### src/rtl/dmem_arbiter.sv
// Data-memory arbiter: one port shared by the CPU MEM stage and a DMA master.
// CPU wins by default; a DMA request denied STARVE_LIMIT cycles in a row is forced ahead.
module dmem_arbiter #(
    parameter int STARVE_LIMIT = 4,
    parameter int ADDR_W       = 32
) (
    input  logic              clk,
    input  logic              reset,
    input  logic              cpu_req,
    input  logic              cpu_we,
    input  logic [ADDR_W-1:0] cpu_addr,
    input  logic [31:0]       cpu_wdata,
    output logic              cpu_stall,
    output logic [31:0]       cpu_rdata,
    output logic              cpu_rvalid,
    input  logic              dma_req,
    input  logic              dma_we,
    input  logic [ADDR_W-1:0] dma_addr,
    input  logic [31:0]       dma_wdata,
    output logic              dma_gnt,
    output logic [31:0]       dma_rdata,
    output logic              dma_rvalid,
    output logic [ADDR_W-1:0] mem_addr,
    output logic [31:0]       mem_wdata,
    output logic              mem_read,
    output logic              mem_write,
    input  logic [31:0]       mem_rdata
);

    logic [3:0] starve_cnt;
    logic       dma_first;
    logic       cpu_gnt;
    logic       tag_valid;
    logic       tag_dma;

    assign dma_first = (starve_cnt >= 4'(STARVE_LIMIT));

    // Grants are suppressed while reset is high so nothing reaches memory.
    always_comb begin
        cpu_gnt   = ~reset & cpu_req & ~(dma_req & dma_first);
        dma_gnt   = ~reset & dma_req & ~cpu_gnt;
        cpu_stall = ~reset & cpu_req & ~cpu_gnt;
        mem_addr  = '0;
        mem_wdata = '0;
        mem_read  = 1'b0;
        mem_write = 1'b0;
        if (cpu_gnt) begin
            mem_addr  = cpu_addr;
            mem_wdata = cpu_wdata;
            mem_read  = ~cpu_we;
            mem_write = cpu_we;
        end else if (dma_gnt) begin
            mem_addr  = dma_addr;
            mem_wdata = dma_wdata;
            mem_read  = ~dma_we;
            mem_write = dma_we;
        end
    end

    always_ff @(posedge clk) begin
        if (reset) begin
            starve_cnt <= '0;
            tag_valid  <= 1'b0;
            tag_dma    <= 1'b0;
        end else begin
            if (dma_req && !dma_gnt)
                starve_cnt <= (starve_cnt == 4'd15) ? 4'd15 : starve_cnt + 4'd1;
            else
                starve_cnt <= '0;
            tag_valid <= mem_read;
            tag_dma   <= dma_gnt;
        end
    end

    // A read in flight when reset rises is dropped rather than returned.
    always_comb begin
        cpu_rvalid = ~reset & tag_valid & ~tag_dma;
        dma_rvalid = ~reset & tag_valid & tag_dma;
        cpu_rdata  = cpu_rvalid ? mem_rdata : 32'd0;
        dma_rdata  = dma_rvalid ? mem_rdata : 32'd0;
    end

endmodule

### config.mk
export PLATFORM = sky130hd
export DESIGN_NAME = dmem_arbiter
export DESIGN_NICKNAME = d
export VERILOG_FILES = /design/src/rtl/dmem_arbiter.sv
export SDC_FILE = /design/constraint.sdc
export NUM_CORES = 1
export LEC_CHECK = 0
export CAP_MARGIN = 20
export CORE_AREA = 2 2 116 118
export DETAILED_ROUTE_END_ITERATION = 12
export DIE_AREA = 0 0 118 120
export SLEW_MARGIN = 25
export SYNTH_ARGS = -nofsm -noshare
export SYNTH_HDL_FRONTEND = slang
export SYNTH_SLANG_ARGS = --single-unit
### constraint.sdc
create_clock -name clk -period 2.2 [get_ports clk]
set_clock_uncertainty 0.1 [all_clocks]
set_input_delay 0.55 -clock clk [delete_from_list [all_inputs] [get_ports clk]]
set_output_delay 0.55 -clock clk [all_outputs]
set_load 0.1 [all_outputs]
==> out/qor.txt <==
Outcome: finished, violations left
Failing checks: setup timing
Tcrit/Tclk final: 1.09
Insertion delay to the later sink of the worst-skew pair: 0.23 ns
Vias/cell: 4.14
H-tree levels: 1
Pwr/cell area: 318 nW/µm²
Final hold vios: 0
Final setup fails: 122
Clk root buf: clkbuf_16
CORE AREA: 13000 µm²
Worst IR Drop VDD: 0.223 mV
DR vias: 2862
Fin crit period: 2.40 ns
Comb pwr share: 0.829
CP Launch Type: flop
Hold Path Depth: 1
Syn Nets: 344
Total grt overflow: 0
P_int: 0.00126 W
Flop pwr share: 0.048
# clock sinks: 6
Total CTS buffers: 3
FMAX: 417 MHz
Avg Inst Size Synth: 7.99 µm²
Total wire length: 13200 µm
Tot Pwr: 0.00239 W
IO buf count: 299
Critical path capture point type: output pin
Most frequent cells in the layout: clkdlybuf4s50_1, buf_12, a22o_4, and2_4, buf_6
R2R Setup Slk: 0.85 ns
Ys Warns: 0
First DRT Iteration DRCs: 64
Worst reg2reg endpoint: tag_valid
First-pass GRT wire length: 19000 µm
Pin count of the biggest net entering global routing: 23
Hpwl dp: 10900 µm
Sw power: 0.00113 W
Synthesized flop and latch total: 6
CTS clk-pin slew, worst paths: 0.03 ns
Worst EP arrival: 1.75 ns
Max clock buf depth: 2
RD Place Congestion: 0.757
Register area: 125 µm²
Die height: 120 µm
Initial core utilization: 0.109
Detailed Routing Iterations Pass 1: 4
Syn-to-layout area delta: 432%
Dpl ws: -0.801 ns
All-Layer GR Usage: 0.172
# rows: 42
Fillers: 1050
Sw Ratio: 0.474
Pins Over Slew Limit: 0
Clock power share: 0.123
Hold Crit Class: flop to flop
CTS tree: built
Max cap viols: 0
Netlist cell types: 21
Hold Crit Start: starve_cnt[0]
Antenna-violating nets left: 0
DIE AREA: 14200 µm²
Multi-input gate area: 1920 µm²
Hold path endpoint: starve_cnt[0]
Net count, final: 683
Mapped Cells: 177
Vias in the first global route: 3247
Register area share after synthesis: 0.0850
Mapped cell area: 1410 µm²
RSZ-0062 raised after global routing: yes
Remaining DRCs: 0
Crit-path max FO: 8
Routed len/inst: 19.1 µm
Worst setup path class: flop to output pin
Die width: 118 µm
Leak Pwr: 3.22 nW
Worst-case reg-to-reg path depth: 3
IO Count: 300
Reg2reg start: starve_cnt[2]
Worst Path Required: 1.55 ns
Initial antenna violation count: 1
Layout cell share with drive strength beyond 1: 0.654
Final worst slack: -0.201 ns
Most common cell after layout, fill and taps aside: clkdlybuf4s50_1
Fin Hold WS: 0.321 ns
-- how the worst max path moves through the flow --
stage                     cells past startpoint       endpoint          start
final                                         6    mem_addr[1]  starve_cnt[2]
after global routing                          6    mem_addr[1]  starve_cnt[2]
after CTS                                     9  mem_wdata[22]          reset
after detailed placement                      6   mem_addr[19]        dma_req
after global placement                        6   mem_addr[19]        dma_req
after floorplan                               2       mem_read        dma_req
-- registers in the layout, summed over array words and instances, names as in the netlist --
signal / flops
tag_valid: 1
starve_cnt: 4
tag_dma: 1
-- repair_timing --
action | CTS | global route
gates resized for setup | 48 | 19
endpoints found under the setup margin | 134 | 133
pin swaps | 37 | 59
hold buffers | 0 | 0
gates cloned | 4 | 8
setup buffers | 14 | 2
-- cell usage after synthesis --
| cell type | count | share of area |
|---|---|---|
| or4b_1 | 1 | 0.0071 |
| o21a_1 | 1 | 0.0053 |
| conb_1 | 1 | 0.0027 |
| clkbuf_1 | 4 | 0.011 |
| and2_1 | 66 | 0.29 |
| buf_4 | 1 | 0.0053 |
| nor2_1 | 2 | 0.0053 |
| a22o_1 | 65 | 0.40 |
| ha_1 | 1 | 0.0088 |
| dfxtp_1 | 6 | 0.085 |
| and3_1 | 1 | 0.0044 |
| inv_1 | 1 | 0.0027 |
| nor3_1 | 1 | 0.0035 |
| and3b_1 | 1 | 0.0062 |
| nor2b_1 | 2 | 0.0088 |
| buf_2 | 6 | 0.021 |
| nor3b_2 | 3 | 0.027 |
| nand2_1 | 1 | 0.0027 |
| nor3_2 | 1 | 0.0071 |
| o41ai_1 | 2 | 0.012 |
| buf_6 | 10 | 0.080 |
-- cells by family after synthesis --
| logic type | after synthesis | synth area share |
|---|---|---|
| buffers and inverters | 22 | 0.119 |
| DFF | 6 | 0.0850 |
| AOI/OAI and AO/OA | 68 | 0.420 |
| adders and majority gates | 1 | 0.00885 |
| other | 1 | 0.00265 |
| and+or+nand+nor | 79 | 0.364 |
-- metrics by stage --
stage               std cells  instance area, µm²  TNS (ns)  utilization
detailed placement        665                6920    -86.36        0.533
floorplan                 177                2230     -4.19            -
finish                    691                7520    -14.82        0.579
CTS                       685                7340    -28.76        0.566
global route              690                7520    -21.00        0.579
global placement          665                6920    -80.94        0.533
-- critical path: stages (launching register included) --
cell and delay (ns):
dfxtp_4 0.35, o21a_4 0.22, nor3b_4 0.26, buf_12 0.20, clkbuf_16 0.18, a22o_4 0.14, buf_12 0.16
-- power by group through the flow --
stage,Combinational [W],Sequential [W],Clock [W]
floorplan,0.00105,0.000117,0
global placement,0.00190,0.000117,0
detailed placement,0.00191,0.000118,0
CTS,0.00197,0.000116,0.000299
global route,0.00204,0.000116,0.000309
finish,0.00198,0.000115,0.000293
-- area by class of cell --
cell class              count  share of cell area
diodes                      1            0.000333
clock buffers               3             0.00998
flip-flops and latches      6              0.0166
multi-input cells         149               0.255
repair buffers            355               0.688
well taps                 176              0.0293
inverters                   1            0.000499
-- per-layer routing --
layer  vias up  global-route usage  part of all wire
li1       1341                   -                 -
met1      1325               0.189              0.37
met2       186               0.333              0.54
met3        10              0.0490             0.084
met4         0              0.0264             0.011
met5         -                   0                 0
Note: power is estimated with default switching activity, not from simulation.
